$ cat src/rtl/spongent_permute_if.sv
// spongent_permute_if: round request/result bundle between a round controller and spongent_permute
interface spongent_permute_if #(
  parameter int STATE_W = 264,
  parameter int IV_W    = 16
);
  logic               en;
  logic [STATE_W-1:0] state_in;
  logic [IV_W-1:0]    IV_in;
  logic [IV_W-1:0]    INV_IV_in;
  logic [STATE_W-1:0] state_out;
  logic [IV_W-1:0]    IV_out;
  logic [IV_W-1:0]    INV_IV_out;
  logic               rdy;
  modport master (output en, state_in, IV_in, INV_IV_in, input state_out, IV_out, INV_IV_out, rdy);
  modport slave  (input en, state_in, IV_in, INV_IV_in, output state_out, IV_out, INV_IV_out, rdy);
endinterface

$ cat src/rtl/spongent_permute.sv
// spongent_permute: one Spongent round (counter XOR, S-box layer, pLayer) plus IV LFSR step; PERMUTE_PARALLEL_SBOX_EN selects a single-cycle S-box layer
module spongent_permute #(
  parameter int STATE_W = 264,
  parameter int IV_W    = 16
) (
  input logic clk,
  input logic rst,
  spongent_permute_if.slave bus
);
  localparam logic [2:0] IDLE   = 3'd0;
  localparam logic [2:0] LOAD   = 3'd1;
  localparam logic [2:0] SBOX   = 3'd2;
  localparam logic [2:0] PLAYER = 3'd3;
  localparam logic [2:0] DONE   = 3'd4;
  localparam logic [63:0] SBOX_LUT = 64'h63C958A7F4120BDE;
  localparam int NB = STATE_W / 8;
  localparam int CW = $clog2(NB);
  logic [2:0]         fsm;
  logic [STATE_W-1:0] st;
  logic [IV_W-1:0]    iv_nx;
`ifndef PERMUTE_PARALLEL_SBOX_EN
  logic [CW-1:0]      cnt;
`endif
  function automatic logic [3:0] sb(input logic [3:0] x);
    return SBOX_LUT[{x, 2'b00} +: 4];
  endfunction
  function automatic logic [IV_W-1:0] rev(input logic [IV_W-1:0] x);
    logic [IV_W-1:0] r;
    for (int i = 0; i < IV_W; i++) r[IV_W-1-i] = x[i];
    return r;
  endfunction
  function automatic logic [STATE_W-1:0] player(input logic [STATE_W-1:0] s);
    logic [STATE_W-1:0] p;
    for (int j = 0; j < STATE_W - 1; j++) p[(j * (STATE_W / 4)) % (STATE_W - 1)] = s[j];
    p[STATE_W-1] = s[STATE_W-1];
    return p;
  endfunction
`ifdef PERMUTE_PARALLEL_SBOX_EN
  function automatic logic [STATE_W-1:0] sbox_all(input logic [STATE_W-1:0] s);
    logic [STATE_W-1:0] r;
    for (int n = 0; n < STATE_W / 4; n++) r[4*n +: 4] = sb(s[4*n +: 4]);
    return r;
  endfunction
`endif
  // next LFSR counter: 8-bit shift-left with taps 7,5,4,3, upper byte zero
  assign iv_nx = {{(IV_W-8){1'b0}}, bus.IV_in[6:0], bus.IV_in[7] ^ bus.IV_in[5] ^ bus.IV_in[4] ^ bus.IV_in[3]};
  // round sequencer: inputs captured only in LOAD, results published in PLAYER, held through DONE
  always_ff @(posedge clk or negedge rst) begin
    if (!rst) begin
      fsm            <= IDLE;
      st             <= '0;
      bus.state_out  <= '0;
      bus.IV_out     <= '0;
      bus.INV_IV_out <= '0;
      bus.rdy        <= 1'b0;
`ifndef PERMUTE_PARALLEL_SBOX_EN
      cnt            <= '0;
`endif
    end else begin
      case (fsm)
        IDLE: fsm <= bus.en ? LOAD : IDLE;
        LOAD: begin
          st             <= bus.state_in ^ {bus.INV_IV_in, {(STATE_W-2*IV_W){1'b0}}, bus.IV_in};
          bus.IV_out     <= iv_nx;
          bus.INV_IV_out <= rev(iv_nx);
          fsm            <= SBOX;
`ifndef PERMUTE_PARALLEL_SBOX_EN
          cnt            <= '0;
`endif
        end
        SBOX: begin
`ifdef PERMUTE_PARALLEL_SBOX_EN
          st  <= sbox_all(st);
          fsm <= PLAYER;
`else
          st[{cnt, 3'b000} +: 8] <= {sb(st[{cnt, 3'b100} +: 4]), sb(st[{cnt, 3'b000} +: 4])};
          cnt <= cnt + 1'b1;
          fsm <= (cnt == CW'(NB - 1)) ? PLAYER : SBOX;
`endif
        end
        PLAYER: begin
          bus.state_out <= player(st);
          bus.rdy       <= 1'b1;
          fsm           <= DONE;
        end
        DONE: begin
          bus.rdy <= bus.en;
          fsm     <= bus.en ? DONE : IDLE;
        end
        default: fsm <= IDLE;
      endcase
    end
  end
endmodule

$ cat src/flat_wrapper.sv
// flat-port wrapper written by rule: the top's interface ports become plain ports
module spongent_permute_flat 
#(
  parameter int STATE_W = 264,
  parameter int IV_W    = 16
)
  (clk, rst, bus_en, bus_state_in, bus_IV_in, bus_INV_IV_in, bus_state_out, bus_IV_out, bus_INV_IV_out, bus_rdy);
  spongent_permute_if #(.STATE_W(STATE_W), .IV_W(IV_W)) bus_i ();
  input logic clk;
  input logic rst;
  input wire logic [$bits(bus_i.en)-1:0] bus_en;
  input wire logic [$bits(bus_i.state_in)-1:0] bus_state_in;
  input wire logic [$bits(bus_i.IV_in)-1:0] bus_IV_in;
  input wire logic [$bits(bus_i.INV_IV_in)-1:0] bus_INV_IV_in;
  output wire logic [$bits(bus_i.state_out)-1:0] bus_state_out;
  output wire logic [$bits(bus_i.IV_out)-1:0] bus_IV_out;
  output wire logic [$bits(bus_i.INV_IV_out)-1:0] bus_INV_IV_out;
  output wire logic [$bits(bus_i.rdy)-1:0] bus_rdy;
  assign bus_i.en = bus_en;
  assign bus_i.state_in = bus_state_in;
  assign bus_i.IV_in = bus_IV_in;
  assign bus_i.INV_IV_in = bus_INV_IV_in;
  assign bus_state_out = bus_i.state_out;
  assign bus_IV_out = bus_i.IV_out;
  assign bus_INV_IV_out = bus_i.INV_IV_out;
  assign bus_rdy = bus_i.rdy;
  spongent_permute #(.STATE_W(STATE_W), .IV_W(IV_W)) u_core (.clk(clk), .rst(rst), .bus(bus_i));
endmodule
$ cat config.mk
export PLATFORM = sky130hd
export DESIGN_NAME = spongent_permute_flat
export DESIGN_NICKNAME = d
export VERILOG_FILES = /design/src/rtl/spongent_permute_if.sv /design/src/rtl/spongent_permute.sv /design/src/flat_wrapper.sv
export SDC_FILE = /design/constraint.sdc
export NUM_CORES = 1
export LEC_CHECK = 0
export BUFFER_PORTS_ARGS = -buffer_cell sky130_fd_sc_hd__buf_2
export CORE_UTILIZATION = 30
export CTS_BUF_LIST = sky130_fd_sc_hd__clkbuf_4 sky130_fd_sc_hd__clkbuf_8
export CTS_CLUSTER_SIZE = 8
export DETAILED_ROUTE_END_ITERATION = 7
export PLACE_DENSITY = 0.48
export SLEW_MARGIN = 10
export SYNTH_ARGS = -nofsm -noshare
export SYNTH_HDL_FRONTEND = slang
export SYNTH_SLANG_ARGS = --single-unit
$ cat constraint.sdc
create_clock -name clk -period 4.99 [get_ports clk]
set_input_delay 1.2475 -clock clk [delete_from_list [all_inputs] [get_ports clk]]
set_output_delay 1.2475 -clock clk [all_outputs]
set_load 0.01 [all_outputs]
Yosys cells after proc, flatten, opt, wreduce, memory -nomap -nowiden
Index checks and enable logic that the tools add are counted.
Widths: inputs -> output; s select.
{"block": "op_classes", "n_bitwise": 4, "add_sub_neg": 2, "mux": 8, "eq_ne": 5, "n_reduce_logical": 3, "shift": 6}
{"operator": "$pmux 264 s2", "n": 1}
{"operator": "$shiftx 264x10->4", "n": 2}
{"operator": "$bwmux 264", "n": 1}
{"operator": "$shift 8x11->264 const A", "n": 1}
{"operator": "$shiftx 8x11->264", "n": 1}
{"operator": "$xor 264x264->264", "n": 1}
{"operator": "$shiftx 64x7->4 const A", "n": 2}
{"operator": "$pmux 3 s5", "n": 1}
{"operator": "$pmux 6 s2", "n": 1}
{"operator": "$neg 9->11", "n": 1}
{"operator": "$add 6x1->6 const B", "n": 1}
{"operator": "$eq 3x2->1 const B", "n": 2}
{"operator": "$eq 6x6->1 const B", "n": 1}
{"operator": "$reduce_bool 2->1", "n": 2}
{"operator": "$eq 3x1->1 const B", "n": 1}
{"operator": "$eq 3x3->1 const B", "n": 1}
{"operator": "$logic_not 3->1", "n": 1}
{"operator": "$mux 3", "n": 1}
{"operator": "$xor 1x1->1", "n": 3}
{"operator": "$mux 1", "n": 2}
{"operator": "$pmux 1 s2", "n": 1}
{"block": "totals", "ff_bits": 554, "output_inout_bits": 297}

Depth between registers and ports, before layout
Gate-level depths: netlist (run 1).
{"block": "logic_depth", "ltp_word": 5, "mapped_depth": 15}

Worst setup path after synthesis (run 1)
No wires, ideal clock.
{"block": "synth_path", "kind": "reg2reg", "from": "register u_core.cnt[0]", "to": "register u_core.st[252]", "arrival_time_ns": 3.449, "setup_time_ns": 0.078, "stages_incl_launch_ff": 15, "required_ns": 4.912, "slack_ns": 1.463, "path_cell_list": "dfrtp_1 > buf_6 > buf_4 > buf_6 > clkbuf_1 > inv_1 > ha_1 > nor3b_1 > nand3_1 > a21oi_1 > nand2_1 > nor2_1 > clkbuf_1 > o31ai_1 > a21oi_1"}
{"block": "synth_via", "elab_chain_cells": 5, "elab_cells_between_ends": 9, "classes_between": "1 x add/sub; 6 x shift; 2 x mux"}
{"element": "from (decl)", "line": "spongent_permute.sv:22", "text": "logic [CW-1:0] cnt;"}
{"element": "from (signal assigned)", "line": "spongent_permute.sv:77", "text": "cnt <= cnt + 1'b1;"}
{"element": "$shiftx 264x10->4", "line": "spongent_permute.sv:76", "text": "st[{cnt, 3'b000} +: 8] <= {sb(st[{cnt, 3'b100} +: 4]), sb(st[{cnt, 3'b000} +: 4])};"}
{"element": "$shiftx 64x7->4", "line": "spongent_permute.sv:25", "text": "return SBOX_LUT[{x, 2'b00} +: 4];"}
{"element": "$shiftx 8x11->264", "line": "spongent_permute.sv:76"}
{"element": "$bwmux 264 *", "line": "spongent_permute.sv:76"}
{"element": "$pmux 264 s2 *", "line": "spongent_permute.sv:60", "text": "case (fsm)"}
{"element": "to (signal assigned)", "line": "spongent_permute.sv:63", "text": "st <= bus.state_in ^ {bus.INV_IV_in, {(STATE_W-2*IV_W){1'b0}}, bus.IV_in};"}
{"element": "to (signal, indexed assignment)", "line": "spongent_permute.sv:76"}
{"element": "to (decl)", "line": "spongent_permute.sv:19", "text": "logic [STATE_W-1:0] st;"}
Every way passes the cells marked *; elsewhere a longest branch is shown, timed or not.
A chain may end at the register's enable or synchronous reset.

Worst setup path in the final report (run 1)
{"block": "layout_path", "from": "register u_core.cnt[0]", "to": "register u_core.st[168]"}
Same word-level chain as after synthesis.

==> results.txt, run 1 <==
final hold vios: 0
WHS Endpoint: u_core.bus.IV_out[2]
Core ar.: 84,100 sq um
Synth Flop Type: dfrtp_1
fin util: 0.381
H-tree levels: 3
Post-synth EDFFs: 0
CP required: 5.53 ns
Critical Path AT: 4.90 ns
CP Launch Type: flop
die width: 294 um
post-route setup slack: 0.628 ns
final hold slack: 0.490 ns
CTS resizes: 0
total chip power: 30.0 mW
max incr delay on CP: 0.91 ns
Tightest Pin Transition: 1.12 ns
HP Start: u_core.bus.IV_out[2]
Vert. Die Dim: 294 um
Yosys cell types: 48
Post-CTS Hold Fix Bufs: 0
final setup fails: 0
Max Slew Vio Count: 0
worst path bufs/invs: 3
Worst Setup End Kind: flop
Final period util: 0.874
worst-case vdd ir drop: 0.00112 V
Area contributors post-synth: dfrtp_1 53%, mux2_2 12%, a211oi_1 6.1%, a21oi_1 5.4%, mux4_2 5.4%
most common cell after layout, fill and taps aside: buf_2
Synth area leader: dfrtp_1
Place WS: 0.602 ns
WL final: 111 mm
initial antenna violation count: 13
die area: 86,500 sq um
number of buffers inserted during clock tree synthesis: 101
Final ANT Viol Nets: 0
Global Route Usage Sum: 0.253
worst reg2reg setup slack: 0.63 ns
post-synthesis register bit count: 546
FMAX: 229 MHz
grt ovf: 0
Max-Cap Viols: 0
status: complete, no violations
R2R cell count: 10
top-level I/O count: 596
family with the most delay on the worst path: compound AO/OA/AOI/OAI gates
Sink Count: 546
GPL Wtd Cong: 0.872
crit path max-delay cell type: xnor2_4
Synth Instances: 2,164
most used cell, CP: buf_4
post-synth top area share: 0.533
most frequent cells in the layout: 578 x buf_2, 544 x dfrtp_1, 277 x a21oi_1
Cell Rows: 106
pin count of the biggest net entering global routing: 120
Layout Cells excl Fill: 3,954
Fin Setup TNS: 0 ns
clk root buf: clkbuf_8
wire length of the first global-routing pass: 159 mm
DR vias: 21.1k
DR iter-0 viols: 1,636
Slew headroom: 0.253
WS Path Type: flop to flop
share of synthesized registers carrying an async set or reset: 1.00
area added between synthesis and finish: 25.1%
Vias/cell: 5.34
Post-CTS Setup Bufs: 0
mapped cell area: 25,600 sq um
WL/cell: 28.0 um
worst hold stages: 2
clk_lat worst skew: 0.72 ns
share of cells above drive strength 1: 0.436
placed cells: 3,783
worst hold path type: flop to flop
P_leak: 13.7 nW
Longest Clk Path Bufs: 3
Final Cell Area: 32,000 sq um
Detailed Place HPWL: 81.5 mm
fin crit period: 4.36 ns
RSZ-0062 raised after global routing: false
post-synthesis sequential area ratio: 0.533
fin nets: 3,057
CTS tree: built
Initial Util: 0.305
Placed Area: 30,000 sq um
Syn Area/Cell: 11.8 sq um
r2r startpoint: u_core.cnt[0]
clock skew: 0.0385 ns
pwr/cell area: 936 nW/um^2
Port-buffer cells: 579
crit path max fanout: 26
CP Cell Sequence: buf_12, buf_4, mux4_2, a22oi_1, a21oi_1, a211oi_4, mux2i_1, xnor2_4, buf_4, a211oi_1
drt drc: 0
Yosys warning count: 0
worst r2r dst: u_core.st[168]
DR pass1 iterations: 5
Worst-path clk slew: 0.06 ns
vias in the first global route: 21.6k
-- where the power goes --
part | internal [mW] | switching [mW] | leakage (nW)
sequential | 6.73 | 2.31 | 6.30
clock | 2.52 | 1.99 | 1.09
combinational | 5.80 | 10.6 | 6.31
total | 15.0 | 14.9 | 13.7
-- worst register-to-register path: stages (launching register included) --
cell	delay [ns]
dfrtp_4	0.60
buf_12	0.29
buf_4	0.27
mux4_2	0.55
a22oi_1	0.30
a21oi_1	0.16
a211oi_4	0.47
mux2i_1	0.26
xnor2_4	0.91
buf_4	0.32
a211oi_1	0.08
-- kinds of logic after synthesis --
family,share of synthesized area
other,0.000146
buffers and inverters,0.0373
AO/OA/AOI/OAI,0.165
adder cells (fa/ha/maj),0.00293
XOR/XNOR,0.0160
multiplexers,0.181
flip-flops,0.533
AND/OR/NAND/NOR,0.0644
-- metal layers --
| layer | global-route usage | wire, um | vias to the layer above |
|---|---|---|---|
| met3 | 0.0643 | 8570 | 155 |
| met4 | 0.0650 | 2470 | 10 |
| met5 | 0 | 69 | - |
| met1 | 0.335 | 46700 | 10900 |
| li1 | - | - | 9101 |
| met2 | 0.412 | 52900 | 921 |
-- Yosys cell counts, types with 8 or more instances --
library cell,instances
buf_4,27
nor2_1,267
nand2_1,37
inv_1,9
nand2b_1,8
buf_2,31
xnor2_1,40
o21ai_0,14
a22oi_1,18
clkbuf_1,116
o21ai_1,18
mux2i_1,21
a211oi_2,46
nand3_1,19
mux4_2,61
dfrtp_1,546
buf_1,9
o31ai_1,12
a21oi_1,277
nor3_1,39
mux2_2,266
a211oi_1,209
-- state kept, by name (all words and copies together) (netlist names) --
register,cells
u_core.bus.INV_IV_out,1
u_core.bus.IV_out,7
u_core.bus.rdy,1
u_core.bus.state_out,264
u_core.cnt,6
u_core.fsm,3
u_core.st,264
-- how the worst max path moves through the flow --
stage | cells after the start | from | endpoint
after floorplan | 14 | u_core.cnt[0] | u_core.st[252]
after global placement | 10 | u_core.cnt[0] | u_core.st[168]
after detailed placement | 10 | u_core.cnt[0] | u_core.st[168]
after CTS | 10 | u_core.cnt[0] | u_core.st[168]
after global routing | 11 | u_core.cnt[0] | u_core.st[142]
final | 10 | u_core.cnt[0] | u_core.st[168]
-- layout make-up --
type	count	area [sq um]
clock buffers	149	1890
well taps	1134	1420
inverters	9	33.8
repair buffers	663	3700
diodes	4	10.0
fillers	8472	52100
clock inverters	18	171
multi-input cells	1431	11100
flip-flops and latches	546	13700
(Power assumes the default switching activity.)
==> run 2, diff against run 1 <==
--- a/config.mk
+++ b/config.mk
@@ -6,11 +6,11 @@
 export NUM_CORES = 1
 export LEC_CHECK = 0
 export BUFFER_PORTS_ARGS = -buffer_cell sky130_fd_sc_hd__buf_2
-export CORE_UTILIZATION = 30
+export CORE_UTILIZATION = 45
 export CTS_BUF_LIST = sky130_fd_sc_hd__clkbuf_4 sky130_fd_sc_hd__clkbuf_8
 export CTS_CLUSTER_SIZE = 8
 export DETAILED_ROUTE_END_ITERATION = 7
-export PLACE_DENSITY = 0.48
+export PLACE_DENSITY = 0.67
 export SLEW_MARGIN = 10
 export SYNTH_ARGS = -nofsm -noshare
 export SYNTH_HDL_FRONTEND = slang
==> run 2 against run 1 <==
Compared with the run above: register-to-register slack got worse by 0.13 ns; global-route usage increased by 8.6 points; hold slack improved by 0.011 ns; core utilization increased by 17 points; worst setup slack got worse by 0.13 ns; cell area decreased by 2.4%; fmax decreased by 3.0%; via count increased by 1.6%; sequential power increased by 1%; first-iteration DRC count increased by 22%; flip-flop and latch count unchanged; sequential share of layout area increased by 1.0 points.
==> results.txt, run 2 (synthesis gave the netlist of run 1 again) <==
CP required: 5.56 ns (was 5.53 ns)
vias in the first global route: 21.2k (was 21.6k)
Final period util: 0.901 (was 0.874)
Max Slew Vio Count: 0 (unchanged)
P_leak: 13.5 nW (was 13.7 nW)
internal power: 14.8 mW (was 15.0 mW)
Comb pwr share: 0.539 (was 0.548)
Detailed Place HPWL: 70.6 mm (was 81.5 mm)
fin crit period: 4.50 ns (was 4.36 ns)
metal2 WL: 45.4 mm (was 52.9 mm)
worst path bufs/invs: 1 (was 3)
DR vias: 21.5k (was 21.1k)
H-tree levels: 3 (unchanged)
Clock Power Share: 0.147 (was 0.150)
CP Cell Sequence: mux4_2, a22oi_1, a21oi_1, a2111o_1, ha_1, inv_1, mux4_2, a211oi_1 (was buf_12, buf_4, mux4_2, a22oi_1, a21oi_1, a211oi_4, mux2i_1, xnor2_4, buf_4, a211oi_1)
pwr/cell area: 934 nW/um^2 (was 936 nW/um^2)
final setup fails: 0 (unchanged)
max incr delay on CP: 1.08 ns (was 0.91 ns)
Reg power frac: 0.314 (was 0.302)
Tightest Pin Transition: 1.14 ns (was 1.12 ns)
clk_lat worst skew: 0.71 ns (was 0.72 ns)
Slew headroom: 0.242 (was 0.253)
die width: 241 um (was 294 um)
Worst-path clk slew: 0.07 ns (was 0.06 ns)
worst hold path type: flop to flop (unchanged)
most common cell after layout, fill and taps aside: buf_2 (unchanged)
sw power: 14.4 mW (was 14.9 mW)
most used cell, CP: mux4_2 (was buf_4)
CTS resizes: 0 (unchanged)
number of buffers inserted during clock tree synthesis: 92 (was 101)
grt ovf: 0 (unchanged)
area added between synthesis and finish: 22.1% (was 25.1%)
Initial Util: 0.455 (was 0.305)
Critical Path AT: 5.06 ns (was 4.90 ns)
crit path max-delay cell type: dfrtp_4 (was xnor2_4)
FMAX: 222 MHz (was 229 MHz)
WL final: 98.7 mm (was 111 mm)
Placed Area: 29,300 sq um (was 30,000 sq um)
Vert. Die Dim: 241 um (was 294 um)
final hold slack: 0.501 ns (was 0.490 ns)
Layout Cells excl Fill: 3,537 (was 3,954)
met3 routed WL: 8.42 mm (was 8.57 mm)
clk root buf: clkbuf_8 (unchanged)
Post-CTS Hold Fix Bufs: 0 (unchanged)
die area: 57,900 sq um (was 86,500 sq um)
Max-Cap Viols: 0 (unchanged)
DRT met1 WL: 41.3 mm (was 46.7 mm)
Cell Rows: 87 (was 106)
CTS tree: built (unchanged)
wire length of the first global-routing pass: 143 mm (was 159 mm)
status: complete, no violations (unchanged)
drt drc: 0 (unchanged)
most frequent cells in the layout: 578 x buf_2, 544 x dfrtp_1, 277 x a21oi_1 (unchanged)
fin nets: 3,028 (was 3,057)
Sw Ratio: 0.493 (was 0.498)
family with the most delay on the worst path: compound AO/OA/AOI/OAI gates (unchanged)
share of cells above drive strength 1: 0.429 (was 0.436)
CP Launch Type: flop (unchanged)
Longest Clk Path Bufs: 3 (unchanged)
max layer used: met5 (unchanged)
worst-case vdd ir drop: 0.00202 V (was 0.00112 V)
Sink Count: 546 (unchanged)
pin count of the biggest net entering global routing: 141 (was 120)
placed cells: 3,385 (was 3,783)
clock skew: 0.0398 ns (was 0.0385 ns)
fin util: 0.556 (was 0.381)
Fin Setup TNS: 0 ns (unchanged)
Final Cell Area: 31,300 sq um (was 32,000 sq um)
Core ar.: 56,300 sq um (was 84,100 sq um)
DR iter-0 viols: 1,993 (was 1,636)
Worst Setup End Kind: flop (unchanged)
DR pass1 iterations: 5 (unchanged)
top-level I/O count: 596 (unchanged)
Port-buffer cells: 579 (unchanged)
Global Route Usage Sum: 0.339 (was 0.253)
RSZ-0062 raised after global routing: false (unchanged)
final hold vios: 0 (unchanged)
largest registers: u_core.bus.state_out: 264 flops, u_core.st: 264 flops, u_core.bus.IV_out: 7 flops (unchanged)
Post-CTS Setup Bufs: 0 (unchanged)
number of fill cells: 4,934 (was 8,472)
Vias/cell: 6.07 (was 5.34)
WS Path Type: flop to flop (unchanged)
GPL Wtd Cong: 0.937 (was 0.872)
Final ANT Viol Nets: 0 (unchanged)
WL/cell: 27.9 um (was 28.0 um)
crit path max fanout: 62 (was 26)
initial antenna violation count: 5 (was 13)
run 2: path summary, 6_finish.rpt:
check | startpoint | cells past startpoint | slack [ns] | end
worst max-delay path | u_core.cnt[1] | 8 | 0.49 | u_core.st[239]
worst min-delay path | u_core.bus.state_out[131] | 1 | 0.50 | u_core.bus.state_out[131]
worst max register to register | u_core.cnt[1] | 8 | 0.49 | u_core.st[239]
worst min register to register | u_core.bus.state_out[131] | 1 | 0.50 | u_core.bus.state_out[131]
max in group asynchronous | rst | 2 | 3.32 | u_core.st[251]
min in group asynchronous | rst | 1 | 0.66 | u_core.bus.state_out[161]
run 2: final cells by class:
class | count | area [sq um] | area share
flip-flops and latches | 546 | 13700 | 0.437
multi-input cells | 1431 | 11100 | 0.356
repair buffers | 643 | 3560 | 0.114
clock buffers | 140 | 1760 | 0.0562
well taps | 756 | 946 | 0.0303
clock inverters | 11 | 158 | 0.00504
inverters | 9 | 33.8 | 0.00108
diodes | 1 | 2.50 | 0.0000800
run 2: routing by layer:
metal	GRT usage	vias up
met3	0.0660	210
met5	0	-
met4	0.128	4
met1	0.477	11000
li1	-	9047
met2	0.521	1179
run 2: power by group through the flow:
stage / clock [mW] / combinational (mW) / sequential (mW)
6_report: 4.28 / 15.8 / 9.17
3_3_place_gp: 0 / 15.2 / 9.04
5_1_grt: 4.52 / 16.5 / 9.31
4_1_cts: 4.32 / 15.6 / 9.06
3_5_place_dp: 0 / 15.5 / 9.11
2_1_floorplan: 0 / 8.84 / 8.41
run 2: worst register-to-register path: cells and delay by family (launching register included):
family | cells | cell delay [ns]
buffers and inverters | 1 | 0.06
adder cells (fa/ha/maj) | 1 | 0.35
multiplexers | 2 | 1.46
AO/OA/AOI/OAI | 4 | 1.40
flip-flops | 1 | 1.08
run 2: metrics by stage:
step / worst slack [ns] / power [mW]
floorplan: 1.46 / 17.3
global placement: 0.631 / 24.2
detailed placement: 0.548 / 24.6
CTS: 0.496 / 29.0
global route: 0.335 / 30.3
finish: 0.494 / 29.2
